===== src/rtl/fetch_stage_if.sv =====
// Instruction-memory read channel between the fetch stage (master) and the
// instruction memory (slave). Single outstanding request: imem_req is held
// with a stable imem_addr until imem_rvalid returns the data.
interface fetch_stage_if;
    logic        imem_req;
    logic [31:0] imem_addr;
    logic        imem_rvalid;
    logic [31:0] imem_rdata;

    modport master (
        output imem_req,
        output imem_addr,
        input  imem_rvalid,
        input  imem_rdata
    );

    modport slave (
        input  imem_req,
        input  imem_addr,
        output imem_rvalid,
        output imem_rdata
    );
endinterface


===== src/rtl/fetch_stage.sv =====
// Pipeline IF stage: owns PCF, issues single-outstanding instruction-memory
// reads, and registers the IF/ID pipeline (InstrD/PCD/PCPlus4D/ValidD).
// A one-entry skid buffer catches a response that returns while decode is
// stalled. Bubbles (NOP_INSTR, ValidD=0) fill cycles with no instruction.
// Build option: define FETCH_PERF_CNT_EN to enable the saturating bubble
// counter on bubble_cnt; otherwise bubble_cnt is tied to zero.
module fetch_stage #(
    parameter logic [31:0] RESET_PC  = 32'h0000_0000,
    parameter logic [31:0] NOP_INSTR = 32'h0000_0013
) (
    input  logic                 clk,
    input  logic                 rst,
    input  logic                 StallF,
    input  logic                 StallD,
    input  logic                 FlushD,
    input  logic                 PCSrcE,
    input  logic [31:0]          PCTargetE,
    fetch_stage_if.master        imem,
    output logic [31:0]          InstrD,
    output logic [31:0]          PCD,
    output logic [31:0]          PCPlus4D,
    output logic                 ValidD,
    output logic [31:0]          bubble_cnt
);

    typedef enum logic [1:0] {
        S_IDLE,
        S_REQ,
        S_HOLD
    } state_t;

    state_t      r_state;
    logic        r_req;
    logic [31:0] r_addr;
    logic        r_drop;

    logic [31:0] r_pcf;
    logic        r_inc_pend;

    logic        r_skid_v;
    logic [31:0] r_skid_instr;
    logic [31:0] r_skid_pc;

    logic [31:0] r_instr_d;
    logic [31:0] r_pc_d;
    logic [31:0] r_pcp4_d;
    logic        r_valid_d;

    logic [31:0] w_target;
    logic        w_resp;
    logic        w_live;
    logic        w_to_skid;
    logic        w_to_d;
    logic        w_accept;
    logic        w_drain;
    logic [31:0] w_pcf_next;
    logic        w_pend_next;
    logic        w_skid_v_next;

    assign w_target  = PCTargetE & 32'hFFFF_FFFC;

    // A response counts only while a request is outstanding; a pending or
    // same-cycle redirect turns it into a stale response to be discarded.
    assign w_resp    = (r_state == S_REQ) && imem.imem_rvalid;
    assign w_live    = w_resp && !r_drop && !PCSrcE;
    assign w_to_skid = w_live && !FlushD && StallD;
    assign w_to_d    = w_live && !FlushD && !StallD;
    assign w_accept  = w_to_skid || w_to_d;

    // Skid contents are on the old path once a redirect arrives, so no drain then.
    assign w_drain   = r_skid_v && !FlushD && !StallD && !PCSrcE;

    assign imem.imem_req  = r_req;
    assign imem.imem_addr = r_addr;

    assign InstrD   = r_instr_d;
    assign PCD      = r_pc_d;
    assign PCPlus4D = r_pcp4_d;
    assign ValidD   = r_valid_d;

    // Next PCF: redirect wins over StallF; an instruction accepted under
    // StallF defers its +4 until StallF drops so it is never fetched twice.
    always_comb begin
        w_pcf_next  = r_pcf;
        w_pend_next = r_inc_pend;
        if (PCSrcE) begin
            w_pcf_next  = w_target;
            w_pend_next = 1'b0;
        end else if (w_accept) begin
            if (StallF) begin
                w_pend_next = 1'b1;
            end else begin
                w_pcf_next = r_pcf + 32'd4;
            end
        end else if (r_inc_pend && !StallF) begin
            w_pcf_next  = r_pcf + 32'd4;
            w_pend_next = 1'b0;
        end
    end

    // Next skid occupancy: flush and redirect empty it, a stalled response fills it.
    always_comb begin
        w_skid_v_next = r_skid_v;
        if (PCSrcE || FlushD) begin
            w_skid_v_next = 1'b0;
        end else if (w_to_skid) begin
            w_skid_v_next = 1'b1;
        end else if (w_drain) begin
            w_skid_v_next = 1'b0;
        end
    end

    // Request FSM: a new request is issued only once the next PCF is final
    // (skid empty, no deferred increment), so imem_addr never moves under a request.
    always_ff @(posedge clk) begin
        if (rst) begin
            r_state <= S_IDLE;
            r_req   <= 1'b0;
            r_addr  <= '0;
            r_drop  <= 1'b0;
        end else begin
            case (r_state)
                S_IDLE: begin
                    r_state <= S_REQ;
                    r_req   <= 1'b1;
                    r_addr  <= w_pcf_next;
                end
                S_REQ: begin
                    if (!imem.imem_rvalid) begin
                        if (PCSrcE) begin
                            r_drop <= 1'b1;
                        end
                    end else begin
                        r_drop <= 1'b0;
                        if (w_skid_v_next || w_pend_next) begin
                            r_state <= S_HOLD;
                            r_req   <= 1'b0;
                        end else begin
                            r_req  <= 1'b1;
                            r_addr <= w_pcf_next;
                        end
                    end
                end
                S_HOLD: begin
                    if (!w_skid_v_next && !w_pend_next) begin
                        r_state <= S_REQ;
                        r_req   <= 1'b1;
                        r_addr  <= w_pcf_next;
                    end
                end
                default: begin
                    r_state <= S_IDLE;
                    r_req   <= 1'b0;
                end
            endcase
        end
    end

    // PCF and skid buffer registers.
    always_ff @(posedge clk) begin
        if (rst) begin
            r_pcf        <= RESET_PC;
            r_inc_pend   <= 1'b0;
            r_skid_v     <= 1'b0;
            r_skid_instr <= NOP_INSTR;
            r_skid_pc    <= '0;
        end else begin
            r_pcf      <= w_pcf_next;
            r_inc_pend <= w_pend_next;
            r_skid_v   <= w_skid_v_next;
            if (w_to_skid) begin
                r_skid_instr <= imem.imem_rdata;
                r_skid_pc    <= r_pcf;
            end
        end
    end

    // IF/ID register, priority: flush > stall > skid drain > fresh response > bubble.
    always_ff @(posedge clk) begin
        if (rst) begin
            r_instr_d <= NOP_INSTR;
            r_pc_d    <= '0;
            r_pcp4_d  <= '0;
            r_valid_d <= 1'b0;
        end else if (FlushD) begin
            r_instr_d <= NOP_INSTR;
            r_valid_d <= 1'b0;
        end else if (!StallD) begin
            if (w_drain) begin
                r_instr_d <= r_skid_instr;
                r_pc_d    <= r_skid_pc;
                r_pcp4_d  <= r_skid_pc + 32'd4;
                r_valid_d <= 1'b1;
            end else if (w_to_d) begin
                r_instr_d <= imem.imem_rdata;
                r_pc_d    <= r_pcf;
                r_pcp4_d  <= r_pcf + 32'd4;
                r_valid_d <= 1'b1;
            end else begin
                r_instr_d <= NOP_INSTR;
                r_valid_d <= 1'b0;
            end
        end
    end

`ifdef FETCH_PERF_CNT_EN
    logic        w_bubble;
    logic [31:0] r_bubble_cnt;

    assign w_bubble   = !FlushD && !StallD && !w_drain && !w_to_d;
    assign bubble_cnt = r_bubble_cnt;

    // Saturating count of bubbles inserted into decode.
    always_ff @(posedge clk) begin
        if (rst) begin
            r_bubble_cnt <= '0;
        end else if (w_bubble && (r_bubble_cnt != '1)) begin
            r_bubble_cnt <= r_bubble_cnt + 32'd1;
        end
    end
`else
    assign bubble_cnt = '0;
`endif

endmodule

===== src/flat_wrapper.sv =====
// flat-port wrapper written by rule: the top's interface ports become plain ports
module fetch_stage_flat 
#(
    parameter logic [31:0] RESET_PC  = 32'h0000_0000,
    parameter logic [31:0] NOP_INSTR = 32'h0000_0013
)
  (clk, rst, StallF, StallD, FlushD, PCSrcE, PCTargetE, InstrD, PCD, PCPlus4D, ValidD, bubble_cnt, imem_imem_req, imem_imem_addr, imem_imem_rvalid, imem_imem_rdata);
  fetch_stage_if imem_i ();
  input  logic clk;
  input  logic rst;
  input  logic StallF;
  input  logic StallD;
  input  logic FlushD;
  input  logic PCSrcE;
  input  logic [31:0] PCTargetE;
  output logic [31:0] InstrD;
  output logic [31:0] PCD;
  output logic [31:0] PCPlus4D;
  output logic ValidD;
  output logic [31:0] bubble_cnt;
  output wire logic [$bits(imem_i.imem_req)-1:0] imem_imem_req;
  output wire logic [$bits(imem_i.imem_addr)-1:0] imem_imem_addr;
  input wire logic [$bits(imem_i.imem_rvalid)-1:0] imem_imem_rvalid;
  input wire logic [$bits(imem_i.imem_rdata)-1:0] imem_imem_rdata;
  assign imem_imem_req = imem_i.imem_req;
  assign imem_imem_addr = imem_i.imem_addr;
  assign imem_i.imem_rvalid = imem_imem_rvalid;
  assign imem_i.imem_rdata = imem_imem_rdata;
  fetch_stage #(.RESET_PC(RESET_PC), .NOP_INSTR(NOP_INSTR)) u_core (.clk(clk), .rst(rst), .StallF(StallF), .StallD(StallD), .FlushD(FlushD), .PCSrcE(PCSrcE), .PCTargetE(PCTargetE), .imem(imem_i), .InstrD(InstrD), .PCD(PCD), .PCPlus4D(PCPlus4D), .ValidD(ValidD), .bubble_cnt(bubble_cnt));
endmodule

===== config.mk =====
export PLATFORM = sky130hd
export DESIGN_NAME = fetch_stage_flat
export DESIGN_NICKNAME = d
export VERILOG_FILES = /design/src/rtl/fetch_stage_if.sv /design/src/rtl/fetch_stage.sv /design/src/flat_wrapper.sv
export SDC_FILE = /design/constraint.sdc
export NUM_CORES = 1
export LEC_CHECK = 0
export CORE_MARGIN = 4
export CORE_UTILIZATION = 34
export CTS_CLUSTER_SIZE = 40
export DETAILED_ROUTE_END_ITERATION = 7
export HOLD_SLACK_MARGIN = 0.12
export PLACE_DENSITY_LB_ADDON = 0.3
export SLEW_MARGIN = 40
export SYNTH_ARGS = -nofsm -noshare
export SYNTH_HDL_FRONTEND = slang
export SYNTH_SLANG_ARGS = --single-unit
export TNS_END_PERCENT = 30

===== constraint.sdc =====
create_clock -name clk -period 4.5 [get_ports clk]
set_clock_uncertainty 0.15 [all_clocks]
set_input_delay 1.35 -clock clk [delete_from_list [all_inputs] [get_ports clk]]
set_output_delay 1.35 -clock clk [all_outputs]
set_load 0.02 [all_outputs]

==> summary.txt <==
Die
  • Starting Density: 34.6%
  • I/O Pins: 233
  • Die height: 188 um
  • Core region area: 0.0317 mm^2
  • Die ar.: 0.0352 mm^2
  • Die W: 188 um
  • FP Rows: 65

GRT
  • GR Util met2: 32.9%
  • GRT Overall Usage: 19.0%
  • Initial antenna violation count: 0
  • Met1 Resource Use GR: 24.6%
  • Vias in the first global route: 9574
  • Top Usage Layer GRT: met2
  • Global-route wire length before repair: 54.4 mm
  • Total gr overflow: 0
  • Largest net degree at the start of global routing: 119
  • Met3 Track Usage GR: 3.24%

CTS
  • CTS resizes: 0
  • Hold-fix buffers, CTS: 0
  • H-tree Lvls: 1
  • Clk buf depth: 3
  • TritonCTS Buffers: 27
  • Clock sink count: 229
  • CTS tree: yes
  • Clk slew on worst S/H paths: 0.06 ns
  • Root Buffer: clkbuf_16
  • Post-CTS Setup Inserts: 0
  • Clk Latency, worst-skew pair: 0.53 ns

Run status
  • Run status: complete, no violations

Setup path
  • Critical R2R Launch: u_core.r_pcf[16]$_SDFF_PP0_
  • Crit Path Class: in -> reg
  • CP endpoint kind: flop
  • CP arrival: 3.65 ns
  • Worst-path fanout max: 14
  • Worst Setup Start Kind: primary input
  • Crit path from: StallF
  • CP Data Required Time: 4.80 ns
  • Worst r2r path cells: 6

Placed design
  • DP HPWL: 24.5 mm
  • Pre-CTS setup slack: 0.626 ns
  • Port Buf Inserts: 198
  • Placer Congestion: 0.878

Timing
  • Worst slew pin tran: 0.786 ns
  • Tmin final: 3.35 ns
  • Final setup viols: 0
  • Final Max Tran Viols: 0
  • RSZ-0062 raised after global routing: no
  • FMAX: 299 MHz
  • Final hold violations: 0
  • Max-Slew Margin vs Limit: 47.5%
  • Slack of the critical path: 1.15 ns
  • Setup TNS: 0 ns
  • Final period util: 74.4%

Yosys
  • Most frequent cell after synthesis: nand2_1
  • Synthesis Warnings: 0
  • Synth async-reset ratio: 0%
  • Avg Cell Area, Syn: 7.89 um^2
  • Top cells by count, synth: 297 x nand2_1, 229 x dfxtp_1, 150 x nor2_1
  • Area of the mapped netlist: 0.0110 mm^2
  • Yosys top cell by area: dfxtp_1
  • Netlist cell types: 65
  • Share of the synthesized area in the top cell type: 41.8%
  • Primary FF master, synth: dfxtp_1
  • Register area share after synthesis: 41.8%
  • Mapped Cells: 1391
  • Synth area leaders: dfxtp_1 42%, nand2_1 10%, nor2_1 5.1%, a21oi_1 4.4%, xor2_1 3.7%
  • Yosys reg bits: 229
  • Post-synth EDFFs: 0

Finish
  • Reg area: 0.00458 mm^2
  • # diodes: 0
  • Share of layout cells above drive strength 1: 7.42%
  • Number of fill cells in the layout: 3157
  • Area grow syn2layout: 28.1%
  • # nets final: 1590
  • Multi-input logic area: 0.00571 mm^2

Pwr
  • Max IR drop VDD: 221 uV
  • Leakage: 0.00489 uW
  • P per Cell Area: 354 mW/mm^2

Routing
  • Vias: 10200
  • Drt wl/cell: 18.1 um
  • DRC viols: 0
  • Iter 0 DRT Violations: 857
  • Vias per cell: 5.28
  • Final ANT Viol Nets: 0
  • DR pass1 iterations: 5
  • Drt total wl: 35.0 mm

Worst hold path
  • HP Class: reg -> reg
  • Hold Path Stages: 2
  • Hold Path Origin: u_core.imem.imem_addr[0]$_SDFFE_PP0P_

Job
  • Max-cap violations: 0
-- through the flow --
stage                     area [um^2]  cells  power (uW)  util, %  hold slack, ns
after floorplan                 11100   1422        2450        -           0.287
after global placement          13100   1890        2640     41.3           0.291
after detailed placement        13100   1890        2640     41.3           0.296
after CTS                       14100   1939        5040     44.4           0.305
after global routing            14100   1939        5150     44.4           0.325
final                           14100   1939        4980     44.4           0.302
-- power by group --
group | leakage, uW | switching, uW | internal, uW
Sequential | 0.00186 | 73.0 | 2080
Clock | 0.000486 | 878 | 1510
Combinational | 0.00255 | 256 | 183
Total | 0.00489 | 1210 | 3780
-- cell families (layout without fill, tap and decap cells) --
group,count (synthesis),after routing,synth area share (%)
other,1,32,0.0342
AND/OR/NAND/NOR,646,646,27.1
flip-flops,229,229,41.8
buffers and inverters,170,285,7.57
XOR/XNOR,75,75,6.05
AO/OA/AOI/OAI,248,248,15.4
multiplexers,20,20,1.85
adder cells (fa/ha/maj),2,2,0.228
-- critical path, cell delays in order --
cell and delay (ns):
clkdlybuf4s50_1 0.72, nor2b_1 0.28, a21oi_1 0.17, o21ai_1 0.14, o22ai_1 0.30, nand2_1 0.38, o21ai_0 0.30
-- placed cells by master (no fill, tap or decap), types with 31 or more instances in the layout --
master,Yosys,final
nand3_1,59,59
clkdlybuf4s50_1,0,195
nand2_1,297,296
a311oi_1,31,31
a21oi_1,96,96
conb_1,1,32
xor2_1,46,46
dfxtp_1,229,229
nor2_1,150,148
-- final timing paths --
path                                             to  slack (ns)
max          u_core.imem.imem_addr[22]$_SDFFE_PP0P_        1.15
min           u_core.imem.imem_addr[0]$_SDFFE_PP0P_        0.30
max reg2reg  u_core.imem.imem_addr[31]$_SDFFE_PP0P_        1.60
min reg2reg   u_core.imem.imem_addr[0]$_SDFFE_PP0P_        0.30
-- registers in the layout, summed over array words and instances, names as in the netlist --
register	count
u_core.r_pcf	32
u_core.imem.imem_addr	32
u_core.PCD	30
u_core.r_inc_pend	1
u_core.ValidD	1
u_core.r_skid_pc	32
u_core.r_drop	1
u_core.InstrD	32
u_core.PCPlus4D	32
u_core.imem.imem_req	1
u_core.r_skid_v	1
u_core.r_state	2
u_core.r_skid_instr	32
-- layer usage --
| layer | share of wire (%) | vias up | wire length [um] |
|---|---|---|---|
| met1 | 42 | 4880 | 14800 |
| met5 | 0 | - | 0 |
| met2 | 49 | 330 | 17200 |
| li1 | - | 4980 | - |
| met4 | 2.6 | 0 | 895 |
| met3 | 6.2 | 52 | 2160 |
-- layout make-up --
type,count,area share (%)
Clock inverter,15,1.68
Clock buffer,34,5.27
Timing Repair Buffer,223,16.0
Tap cell,402,3.58
Sequential cell,229,32.6
Inverter,13,0.347
Multi-Input combinational cell,1023,40.6
Note: power is estimated with default switching activity, not from simulation.
